**config.mk**
```make
export PLATFORM = sky130hd
export DESIGN_NAME = demux_lane_deserializer
export DESIGN_NICKNAME = d
export VERILOG_FILES = /design/src/rtl/demux_lane_deserializer.sv
export SDC_FILE = /design/constraint.sdc
export NUM_CORES = 1
export LEC_CHECK = 0
export BUFFER_PORTS_ARGS = -buffer_cell sky130_fd_sc_hd__buf_2
export CAP_MARGIN = 0
export CORE_ASPECT_RATIO = 1.5
export CORE_MARGIN = 5
export CORE_UTILIZATION = 40
export CTS_BUF_LIST = sky130_fd_sc_hd__clkbuf_8 sky130_fd_sc_hd__clkbuf_16
export DETAILED_ROUTE_END_ITERATION = 6
export GPL_TIMING_DRIVEN = 0
export SYNTH_ARGS = -nofsm -noshare
export SYNTH_HDL_FRONTEND = slang
export SYNTH_SLANG_ARGS = --single-unit
```
**constraint.sdc**
```tcl
create_clock -name clk -period 3.54 [get_ports clk]
set_clock_uncertainty 0.2 [all_clocks]
set_input_delay 0.708 -clock clk [delete_from_list [all_inputs] [get_ports clk]]
set_output_delay 0.708 -clock clk [all_outputs]
set_load 0.01 [all_outputs]
```
**src/rtl/demux_lane_deserializer.sv**
```systemverilog
// demux_lane_deserializer
//   Sits after demux_1x4. On each valid sample it takes Y[S] as the next serial bit of
//   lane S and packs it into that lane's WORD_W-bit word, LSB first. Completed words wait
//   in their lane and go out one at a time through a valid/ready port. Lanes are served
//   round-robin.
//   The block also keeps two sticky flags. overflow[l] sets when lane l drops a bit.
//   sel_err sets when a valid sample drives a 1 on an unselected Y line.
//
// Ports
//   clk        in   clock, rising edge
//   rst        in   asynchronous active-high reset
//   in_valid   in   Y/S sample valid this cycle
//   S          in   lane select driving the demux
//   Y          in   demux outputs, Y[S] carries the data bit
//   out_valid  out  out_word/out_lane valid
//   out_ready  in   consumer accepts when out_valid & out_ready
//   out_lane   out  lane the word was assembled on
//   out_word   out  assembled word, first received bit in bit 0
//   overflow   out  sticky per lane: bit dropped while the lane word was pending
//   sel_err    out  sticky: valid sample with Y[j]=1 for some j != S
module demux_lane_deserializer #(
    parameter int unsigned WORD_W = 8
) (
    input  logic              clk,
    input  logic              rst,
    input  logic              in_valid,
    input  logic [1:0]        S,
    input  logic [3:0]        Y,
    output logic              out_valid,
    input  logic              out_ready,
    output logic [1:0]        out_lane,
    output logic [WORD_W-1:0] out_word,
    output logic [3:0]        overflow,
    output logic              sel_err
);

    localparam int unsigned CNT_W = $clog2(WORD_W + 1);
    localparam int unsigned IDX_W = $clog2(WORD_W);

    // Lane state: a count below WORD_W means the lane is collecting bits.
    // A count equal to WORD_W means the word is complete and waits for a grant.
    logic [CNT_W-1:0]  cnt_q [4];
    logic [CNT_W-1:0]  cnt_d [4];
    logic [WORD_W-1:0] sr_q  [4];
    logic [WORD_W-1:0] sr_d  [4];
    logic [3:0]        pending;

    logic [3:0]        ovf_q, ovf_d;
    logic              sel_err_q, sel_err_d;
    logic [1:0]        rr_ptr_q, rr_ptr_d;

    logic              out_valid_q, out_valid_d;
    logic [1:0]        out_lane_q, out_lane_d;
    logic [WORD_W-1:0] out_word_q, out_word_d;

    logic              out_free;
    logic              grant_vld;
    logic [1:0]        grant_lane;
    logic [1:0]        cand;

    always_comb begin
        for (int l = 0; l < 4; l++) begin
            pending[l] = (cnt_q[l] == CNT_W'(WORD_W));
        end

        out_free = !out_valid_q || out_ready;

        // Search the lanes in the order ptr+1, ptr+2, ptr+3, ptr (all mod 4).
        grant_vld  = 1'b0;
        grant_lane = 2'd0;
        cand       = 2'd0;
        if (out_free) begin
            for (int k = 1; k <= 4; k++) begin
                cand = rr_ptr_q + 2'(k);
                if (!grant_vld && pending[cand]) begin
                    grant_vld  = 1'b1;
                    grant_lane = cand;
                end
            end
        end

        sel_err_d = sel_err_q | (in_valid && ((Y & ~(4'b0001 << S)) != 4'b0000));

        ovf_d = ovf_q;
        for (int l = 0; l < 4; l++) begin
            cnt_d[l] = cnt_q[l];
            sr_d[l]  = sr_q[l];
            if (grant_vld && (grant_lane == 2'(l))) begin
                // The grant empties the lane. A bit arriving on the same edge starts the
                // new word, so it is not counted as an overflow.
                cnt_d[l] = '0;
                sr_d[l]  = '0;
                if (in_valid && (S == 2'(l))) begin
                    sr_d[l][0] = Y[l];
                    cnt_d[l]   = CNT_W'(1);
                end
            end else if (pending[l]) begin
                if (in_valid && (S == 2'(l))) begin
                    ovf_d[l] = 1'b1;
                end
            end else if (in_valid && (S == 2'(l))) begin
                sr_d[l][cnt_q[l][IDX_W-1:0]] = Y[l];
                cnt_d[l]                     = cnt_q[l] + CNT_W'(1);
            end
        end

        out_valid_d = out_valid_q;
        out_lane_d  = out_lane_q;
        out_word_d  = out_word_q;
        rr_ptr_d    = rr_ptr_q;
        if (out_free) begin
            out_valid_d = grant_vld;
            if (grant_vld) begin
                out_lane_d = grant_lane;
                out_word_d = sr_q[grant_lane];
                rr_ptr_d   = grant_lane;
            end
        end
    end

    always_ff @(posedge clk or posedge rst) begin
        if (rst) begin
            for (int l = 0; l < 4; l++) begin
                cnt_q[l] <= '0;
                sr_q[l]  <= '0;
            end
            ovf_q       <= 4'b0000;
            sel_err_q   <= 1'b0;
            rr_ptr_q    <= 2'd3;
            out_valid_q <= 1'b0;
            out_lane_q  <= 2'd0;
            out_word_q  <= '0;
        end else begin
            for (int l = 0; l < 4; l++) begin
                cnt_q[l] <= cnt_d[l];
                sr_q[l]  <= sr_d[l];
            end
            ovf_q       <= ovf_d;
            sel_err_q   <= sel_err_d;
            rr_ptr_q    <= rr_ptr_d;
            out_valid_q <= out_valid_d;
            out_lane_q  <= out_lane_d;
            out_word_q  <= out_word_d;
        end
    end

    assign out_valid = out_valid_q;
    assign out_lane  = out_lane_q;
    assign out_word  = out_word_q;
    assign overflow  = ovf_q;
    assign sel_err   = sel_err_q;

endmodule

```
Word level (Yosys, flattened, before mapping)
Index checks and enable logic that the tools add are counted.

Output and inout port bits: 16. Logic and storage cells: 165. Input port bits: 10. Flip-flop bits (word level): 66.

Mux-type cells: 68. Equality and inequality tests: 14. Magnitude comparators: 13. $add $sub $neg: 7. Reduce and logical (&&, ||, !) cells: 37. Bitwise gates (word level): 8. Shift-type cells: 1.

Operator list (number): $mux 8 (14); $mux 4 (12); $bwmux 8 (4); $mux 1 (24); $add 4x1->4 const B (4); $bmux 8 s2 (1); $eq 4x4->1 const B (4); $logic_and 1x1->1 (16); $lt 3x4->1 const B (4); $demux 1 s3 (4); $ge 3x1->1 const B (4); $lt 2x3->1 const B (4); $reduce_and 3->1 (4); $mux 2 (5); $reduce_and 2->1 (5); $bmux 1 s2 (4); $eq 2x2->1 const B (4); $ne 2x1->1 const B (4); $reduce_bool 2->1 (4); $add 2x2->2 const B (2); $and 4x4->4 (1); $eq 2x1->1 const B (2); $logic_not 1->1 (4); $logic_not 2->1 (2); other kinds (9) (12).

Longest topological paths before layout
Gate-level depths: netlist of the first run.

Depth after elaboration: 21. Gate-level depth with buffers: 10. Mapped depth without buffers: 7.

Worst setup path before layout of the first run
Ideal clock, no wire load.

Kind: reg2reg. Start: register cnt_q[9] (netlist bit). End: register sr_q[24] (netlist bit). Clock period less this slack: 2.456 ns. Path slack: 1.084 ns. Library setup time: 0.126 ns. Data required time: 3.214 ns. Path buffers: 3. Cell stages (with the launch flop): 11. Data arrival time: 2.129 ns. Cell sequence: dfrtp_1 clkbuf_1 inv_1 ha_1 and3b_1 buf_2 and3_4 a211oi_2 buf_4 a31oi_1 a311o_1.

Word-level cells in the longest chain between the ends: 21. Elaborated cells between the ends (all ways): 34. Those cells by class: 2 x eq/ne; 22 x mux; 10 x reduce/logical.

Ends and longest elaborated chain: start: declaration (line 42) `logic [CNT_W-1:0] cnt_q [4];`; start signal: indexed assignment (line 135) `cnt_q[l] <= cnt_d[l];`; $eq 4x4->1 (*) (line 63) `pending[l] = (cnt_q[l] == CNT_W'(WORD_W));`; $bmux 1 s2 (line 75) `if (!grant_vld && pending[cand]) begin`; $mux 1 (not written as such) (line 75); $mux 1 (line 75); $mux 1 (line 72) `if (out_free) begin`; $logic_not 1->1 (line 75); $logic_and 1x1->1 (line 75); $mux 1 (line 75); (+5 left out); $logic_not 1->1 (line 75); $logic_and 1x1->1 (line 75); $mux 2 (line 75); $mux 2 (line 72); $logic_not 2->1 (line 88) `if (grant_vld && (grant_lane == 2'(l))) begin`; $logic_and 1x1->1 (*) (line 88); $ne 2x1->1 (no source line) or $reduce_bool 2->1 (tied branches); $reduce_and 2->1 (no source line); end signal: indexed assignment (line 136) `sr_q[l] <= sr_d[l];`; end: declaration (line 44) `logic [WORD_W-1:0] sr_q [4];`.

Mark *: on every way between the ends. The rest lies on a longest branch, timed or not. The select of a mux whose other input is x is not followed. A chain may end at the register's enable or synchronous reset.

Worst setup path after layout of the first run
Start: register cnt_q[9] (netlist bit). End: register out_word_q[7], in the netlist out_word[7].

Word-level cells in the longest chain between the ends: 21. Elaborated cells between the ends (all ways): 33. Those cells by class: 1 x eq/ne; 24 x mux; 1 x bitwise; 7 x reduce/logical.

Ends and longest elaborated chain: $eq 4x4->1 (*) (line 63); $bmux 1 s2 (line 75); $mux 1 (not written as such) (line 75); $mux 1 (line 75); $mux 1 (line 72); $logic_not 1->1 (line 75); $logic_and 1x1->1 (line 75); $mux 1 (line 75); (+4 left out); $mux 1 (line 72); $logic_not 1->1 (line 75); $logic_and 1x1->1 (line 75); $mux 2 (line 75); $mux 2 (line 72); $not 2->3 (not written as such) (line 115) `out_word_d = sr_q[grant_lane];`; $bmux 8 s2 (line 115); $mux 8 (not written as such) (2 in a row) (line 115); end signal: assignment (line 143) `out_word_q <= out_word_d;`; end: declaration (line 54) `logic [WORD_W-1:0] out_word_q, out_word_d;`.

Marks and branches as above.

==> results of run 1 <==
-- synth_stat cells (2+ instances only) --
| library cell | number | area (um2) |
|---|---|---|
| dfstp_2 | 2 | 52.6 |
| nor3_2 | 2 | 20.0 |
| a21oi_1 | 11 | 55.1 |
| buf_4 | 2 | 15.0 |
| nand3_1 | 21 | 105 |
| nor3_1 | 11 | 55.1 |
| ha_1 | 8 | 100 |
| nor2_1 | 45 | 169 |
| nor3b_1 | 2 | 15.0 |
| inv_1 | 16 | 60.1 |
| xor2_1 | 4 | 35.0 |
| and4b_1 | 2 | 20.0 |
| mux2i_1 | 44 | 440 |
| nand2b_1 | 3 | 18.8 |
| a311o_1 | 2 | 20.0 |
| o221ai_1 | 9 | 78.8 |
| nand4_1 | 4 | 25.0 |
| nand2_1 | 32 | 120 |
| buf_6 | 2 | 22.5 |
| nand3b_1 | 11 | 82.6 |
| dfrtp_1 | 64 | 1600 |
| xnor2_1 | 5 | 43.8 |
| buf_2 | 6 | 30.0 |
| o31ai_1 | 4 | 30.0 |
| clkbuf_1 | 9 | 33.8 |
| or3_1 | 2 | 12.5 |
| o21ai_0 | 5 | 25.0 |
| a21o_1 | 2 | 15.0 |
| and3_1 | 2 | 12.5 |
| and3b_1 | 2 | 17.5 |
| o2bb2ai_1 | 3 | 26.3 |
-- path summary, 6_finish.rpt --
path                                      endpoint                    start  cells past startpoint
setup reg to reg           out_word[7]$_DFFE_PP0P_     cnt_q[9]$_DFFE_PP0P_                     10
min in group asynchronous  overflow[3]$_DFFE_PP0P_                      rst                      2
max in group asynchronous     sr_q[31]$_DFFE_PP0P_                      rst                      2
setup / recovery           out_word[7]$_DFFE_PP0P_     cnt_q[9]$_DFFE_PP0P_                     10
hold / removal             overflow[3]$_DFFE_PP0P_  overflow[3]$_DFFE_PP0P_                      1
hold reg to reg            overflow[3]$_DFFE_PP0P_  overflow[3]$_DFFE_PP0P_                      1
-- metal layers --
layer | up-vias | global-route usage | part of all wire
li1 | 1369 | - | -
met1 | 1394 | 0.202 | 0.40
met2 | 57 | 0.311 | 0.54
met3 | 26 | 0.0428 | 0.028
met4 | 0 | 0.0930 | 0.037
met5 | - | 0 | 0
-- state kept, by name, summed over array words and instances (netlist names) --
register   count
sel_err        1
out_word       8
out_lane       2
cnt_q         16
sr_q          32
rr_ptr_q       2
overflow       4
out_valid      1
-- worst max-delay path, cell delays in order, from the launching register on --
cell and delay (ps):
dfrtp_1 340, clkbuf_1 280, inv_1 150, ha_1 240
and3b_1 180, buf_2 180, and3_4 190, a211oi_2 270
buf_4 270, mux2i_1 270, o221ai_1 160
-- area by class of cell --
class	instances	area, um2
inverter	16	62.6
buffer	20	105
clock buffer	10	239
tap	110	138
multi-input combinational	264	1820
sequential	66	1650
fill	839	4690
clock inverter	4	68.8
timing repair buffer	20	100
-- metrics by stage --
step | setup slack (ps) | hold WS (ps) | std cells
floorplan | 981 | 269 | 366
global placement | 56.8 | 239 | 496
detailed placement | 670 | 248 | 496
CTS | 660 | 259 | 510
global route | 443 | 300 | 510
finish | 665 | 252 | 510
-- kinds of logic (layout without fill, tap and decap cells) --
logic type / count (synthesis) / in the layout / share of synthesized area
AO/OA/AOI/OAI: 52 / 52 / 0.114
XOR/XNOR: 9 / 9 / 0.0216
adder cells (fa/ha/maj): 8 / 8 / 0.0275
buffers and inverters: 36 / 70 / 0.0453
flip-flops: 66 / 66 / 0.454
multiplexers: 44 / 44 / 0.121
AND/OR/NAND/NOR: 151 / 151 / 0.217
-- where the power goes --
group	switching (W)	internal, W
logic	0.000741	0.000517
registers	0.000221	0.00106
clock network	0.000315	0.000623
-- cell usage in the layout, fill, tap and decap left out, types with 3 or more instances in the layout --
| master | synthesis | layout |
|---|---|---|
| a21oi_1 | 11 | 11 |
| buf_2 | 6 | 26 |
| clkbuf_1 | 9 | 9 |
| clkbuf_16 | 0 | 9 |
| dfrtp_1 | 64 | 64 |
| ha_1 | 8 | 8 |
| inv_1 | 16 | 16 |
| mux2i_1 | 44 | 44 |
| nand2_1 | 32 | 32 |
| nand2b_1 | 3 | 3 |
| nand3_1 | 21 | 21 |
| nand3b_1 | 11 | 11 |
| nand4_1 | 4 | 4 |
| nor2_1 | 45 | 45 |
| nor3_1 | 11 | 11 |
| o21ai_0 | 5 | 5 |
| o221ai_1 | 9 | 9 |
| o2bb2ai_1 | 3 | 3 |
| o31ai_1 | 4 | 4 |
| xnor2_1 | 5 | 5 |
| xor2_1 | 4 | 4 |
==> flow_metrics.env, run 1 <==
export IMPL_hold_violations=0
export IMPL_ctsLongestPathBuffers=2
export IMPL_synthFlopType="dfrtp_1"
export IMPL_final_layout_size_suffix_gt1_frac=0.150
export IMPL_viasPerCell=5.58
export IMPL_overflow=0
export IMPL_post_cts_resized=0
export IMPL_async_flop_share=1.00
export IMPL_place_area_um2=3880
export IMPL_rrSetupSlack_ps=660
export IMPL_numCtsBuffers=9
export IMPL_power_density_nw_per_um2=830
export IMPL_p_leak_nw=2.05
export IMPL_outcome="finished, final reports clean"
export IMPL_min_period_ps=2880
export IMPL_worstSetupPathType="reg2reg"
export IMPL_die_area_um2=11200
export IMPL_grt_pass1_vias=3062
export IMPL_drc_errors=0
export IMPL_arrival_ps=2860
export IMPL_grt_use_total=0.180
export IMPL_irDropWorstVdd_mv=0.489
export IMPL_syn_avg_cell_area_um2=9.95
export IMPL_worstPathRequired_ps=3530
export IMPL_synth_edf_count=0
export IMPL_ys_seq_elements=66
export IMPL_core_um2=8880
export IMPL_ys_types=60
export IMPL_path_clk_slew_ps=50
export IMPL_path_max_fanout=10
export IMPL_start_util=0.410
export IMPL_p_total_w=0.00348
export IMPL_hold_class="reg2reg"
export IMPL_end_kind="flop"
export IMPL_wl_um=8960
export IMPL_htreeDepth=3
export IMPL_rsz0062_at_grt="false"
export IMPL_area_growth_pct=15.0
export IMPL_portBuffers=20
export IMPL_utilization=0.472
export IMPL_diodes=0
export IMPL_drtIter0Drc=145
export IMPL_dp_hpwl_um=6790
export IMPL_dr_total_vias=2846
export IMPL_cp_start_kind="flop"
export IMPL_synth_seq_area_share=0.454
export IMPL_drv_cap=0
export IMPL_die_h_um=127
export IMPL_netlist_instances=366
export IMPL_grt_max_degree=67
export IMPL_clock_latency_ps=330
export IMPL_row_count=42
export IMPL_drtAntennaViolNets=0
export IMPL_syn_area_um2=3640
export IMPL_die_x_um=87.9
export IMPL_slew_headroom=0.451
export IMPL_wl_per_cell_um=17.6
export IMPL_tightest_slew_ps=823
export IMPL_tritoncts="done"
export IMPL_final_area_um2=4190
export IMPL_syn_nets=384
export IMPL_slew_violations=0
export IMPL_grt_pass1_wl_um=15400
export IMPL_ctsHoldBuffers=0
export IMPL_setup_tns_ps=0
export IMPL_layout_worst_path_cycle_share=0.812
export IMPL_clock_fmax_mhz=348
export IMPL_ios=26
export IMPL_antenna_found_initial=0
export IMPL_finalSetupViolations=0
export IMPL_cts_setup_buffers=0
export IMPL_routabilityCongestion=0.887
export IMPL_yosysWarnings=0
export IMPL_root_buffer="clkbuf_16"
export IMPL_cts_sinks=66
export IMPL_nets=415
export IMPL_dr_pass1_iters=7
Note: power is estimated with default switching activity, not from simulation.
==> inputs of run 2 (changes only) <==
ABC_AREA = 1   (was unset)
clock period = 2.8 ns   (was 3.54 ns; I/O delays follow)
==> run 2 against run 1 <==
Compared with the run above:
- critical endpoint is now sr_q[3]$_DFFE_PP0P_
- register-to-register slack worse by 460 ps
- cell area is 13% higher
- routed wire length is 12% higher
==> flow_metrics.env, run 2 <==
export IMPL_arrival_ps=2590
export IMPL_htreeDepth=3
export IMPL_die_area_um2=12300
export IMPL_wl_per_cell_um=14.8
export IMPL_power_density_nw_per_um2=1230
export IMPL_grt_max_degree=67
export IMPL_synth_compound_area_frac=0.0833
export IMPL_muxShareOfSynthArea=0.00492
export IMPL_row_count=45
export IMPL_cpMostUsedCell="nand2_2"
export IMPL_yosysWarnings=0
export IMPL_ys_top_cells_by_area="dfrtp_1 (39%), nand2_1 (14%), nand3_1 (5.7%)"
export IMPL_crit_chain="clkinvlp_4, ha_2, nand2_2, nor2_4, nand2_2, nand2_1, nand2_1, nand2_2, nand2_2, nand2_1, nand2_1, nand2_2, nand2_4, buf_8, nor2_8, buf_6, a211oi_1"
export IMPL_irDropWorstVdd_mv=0.506
export IMPL_fillerInstances=997
export IMPL_dp_hpwl_um=7590
export IMPL_netlist_instances=522
export IMPL_critPathBufInv=3
export IMPL_synth_common_cells="nand2_1 (147), dfrtp_1 (64), nand3_1 (46), nor2_1 (45), inv_1 (44)"
export IMPL_overflow=0
export IMPL_utilization=0.473
export IMPL_cp_start_kind="flop"
export IMPL_antenna_found_initial=0
export IMPL_drtIter0Drc=231
export IMPL_portBuffers=24
export IMPL_hold_class="in2async"
export IMPL_synth_top_family_by_area="simple AND/OR/NAND/NOR gates"
export IMPL_yosys_area_share_simple=0.374
export IMPL_synthFlopType="dfrtp_1"
export IMPL_outcome="finished, final reports clean"
export IMPL_synthXorXnorAreaFrac=0.0172
export IMPL_slowest_stage="dfrtp_2"
export IMPL_finalSetupViolations=0
export IMPL_dr_total_vias=3496
export IMPL_async_flop_share=1.00
export IMPL_post_cts_resized=0
export IMPL_cts_sinks=66
export IMPL_rsz0062_at_grt="false"
export IMPL_final_area_um2=4740
export IMPL_startpoint="cnt_q[0]$_DFFE_PP0P_"
export IMPL_ios=26
export IMPL_final_cell_mix="nand2_1 (145), dfrtp_1 (60), nand3_1 (46)"
export IMPL_slew_headroom=0.445
export IMPL_ctsHoldBuffers=0
export IMPL_grt_use_total=0.176
export IMPL_path_delay_family="simple AND/OR/NAND/NOR gates"
export IMPL_largest_reg_flops=32
export IMPL_area_growth_pct=16.6
export IMPL_wl_um=10100
export IMPL_drc_errors=0
export IMPL_drv_cap=0
export IMPL_yosys_area_share_adder=0.0246
export IMPL_tightest_slew_ps=832
export IMPL_syn_avg_cell_area_um2=7.79
export IMPL_nets=575
export IMPL_routabilityCongestion=0.854
export IMPL_die_x_um=92.4
export IMPL_layout_worst_path_cycle_share=0.927
export IMPL_start_util=0.406
export IMPL_synth_top_cell_by_area="dfrtp_1"
export IMPL_place_area_um2=4340
export IMPL_viasPerCell=5.15
export IMPL_diodes=0
export IMPL_slew_violations=0
export IMPL_yosysMostFrequentCell="nand2_1"
export IMPL_synth_edf_count=0
export IMPL_critPathMaxStageDelay_ps=450
export IMPL_layout_commonest_cell="nand2_1"
export IMPL_core_um2=10000
export IMPL_drtAntennaViolNets=0
export IMPL_numCtsBuffers=9
export IMPL_ys_types=42
export IMPL_syn_nets=540
export IMPL_path_clk_slew_ps=60
export IMPL_min_period_ps=2590
export IMPL_root_buffer="clkbuf_16"
export IMPL_grt_pass1_wl_um=17000
export IMPL_worstPathRequired_ps=2790
export IMPL_p_leak_nw=2.36
export IMPL_cts_setup_buffers=0
export IMPL_worstSetupPathType="reg2reg"
export IMPL_tritoncts="done"
export IMPL_largest_register="sr_q"
export IMPL_dr_pass1_iters=4
export IMPL_path_max_fanout=10
export IMPL_synth_seq_area_share=0.407
export IMPL_multiInputGateArea_um2=2070
export IMPL_r2r_start="cnt_q[0]$_DFFE_PP0P_"
export IMPL_netlist_area_leader_share=0.394
export IMPL_clock_fmax_mhz=385
export IMPL_clock_latency_ps=330
export IMPL_end_kind="flop"
export IMPL_final_seq_area_um2=1660
export IMPL_ys_seq_elements=66
export IMPL_syn_area_um2=4070
export IMPL_grt_pass1_vias=3505
export IMPL_ctsLongestPathBuffers=2
export IMPL_final_layout_size_suffix_gt1_frac=0.228
export IMPL_hold_violations=0
export IMPL_die_h_um=134
==> run 2: cell types whose count changed after synthesis, moves of 10 or more <==
cell	before	now
a21oi_1	11	21
inv_1	16	44
mux2i_1	44	2
nand2_1	32	147
nand2_2	0	10
nand3_1	21	46
nand3b_1	11	0
nand4_1	4	16
==> run 2: area by class of cell <==
type                       instances  area share
tap                              117      0.0309
inverter                          54      0.0456
sequential                        66       0.350
clock inverter                     6      0.0287
multi-input combinational        385       0.436
buffer                            17      0.0332
clock buffer                      10      0.0504
timing repair buffer              24      0.0253
==> run 2: metal layers <==
metal | track usage | wire length [um] | vias up | share of wire
met5 | 0 | 0 | - | 0
met4 | 0.0835 | 345 | 0 | 0.034
met3 | 0.0322 | 381 | 27 | 0.038
met2 | 0.308 | 5210 | 71 | 0.52
met1 | 0.205 | 4130 | 1618 | 0.41
li1 | - | - | 1780 | -
==> run 2: logic make-up (layout without fill, tap and decap cells) <==
logic type / after synthesis / in the layout
compound gates: 55 / 55
xor+xnor: 8 / 8
fa+ha+maj: 8 / 8
buf+inv: 71 / 111
flops: 66 / 66
mux: 2 / 2
simple gates: 312 / 312
==> run 2: stage by stage <==
stage | TNS (ps) | total power [W] | instances | hold WS [ps] | setup slack (ps)
2_1_floorplan | 0 | 0.00370 | 522 | 275 | 389
3_3_place_gp | -33180 | 0.00430 | 663 | 239 | -522
3_5_place_dp | 0 | 0.00436 | 663 | 243 | 70.9
4_1_cts | 0 | 0.00580 | 679 | 235 | 58.3
5_1_grt | 0 | 0.00629 | 679 | 277 | 5.55
6_report | 0 | 0.00584 | 679 | 205 | 205
==> run 2: report_power, final <==
part	internal, W	total, W	leakage, nW	switching [W]
Clock	0.000987	0.00143	0.179	0.000441
Sequential	0.00134	0.00167	0.857	0.000327
Combinational	0.000989	0.00275	1.32	0.00176
==> run 2: final timing paths <==
kind                            cells after the start                 endpoint  slack (ps)
min in group clk                                    1        sel_err$_DFF_PP0_         250
worst min register to register                      1        sel_err$_DFF_PP0_         250
max in group asynchronous                           2     cnt_q[4]$_DFFE_PP0P_        1600
worst min-delay path                                2  out_word[0]$_DFFE_PP0P_         200
worst max-delay path                               17      sr_q[3]$_DFFE_PP0P_         210
worst max register to register                     17      sr_q[3]$_DFFE_PP0P_         210
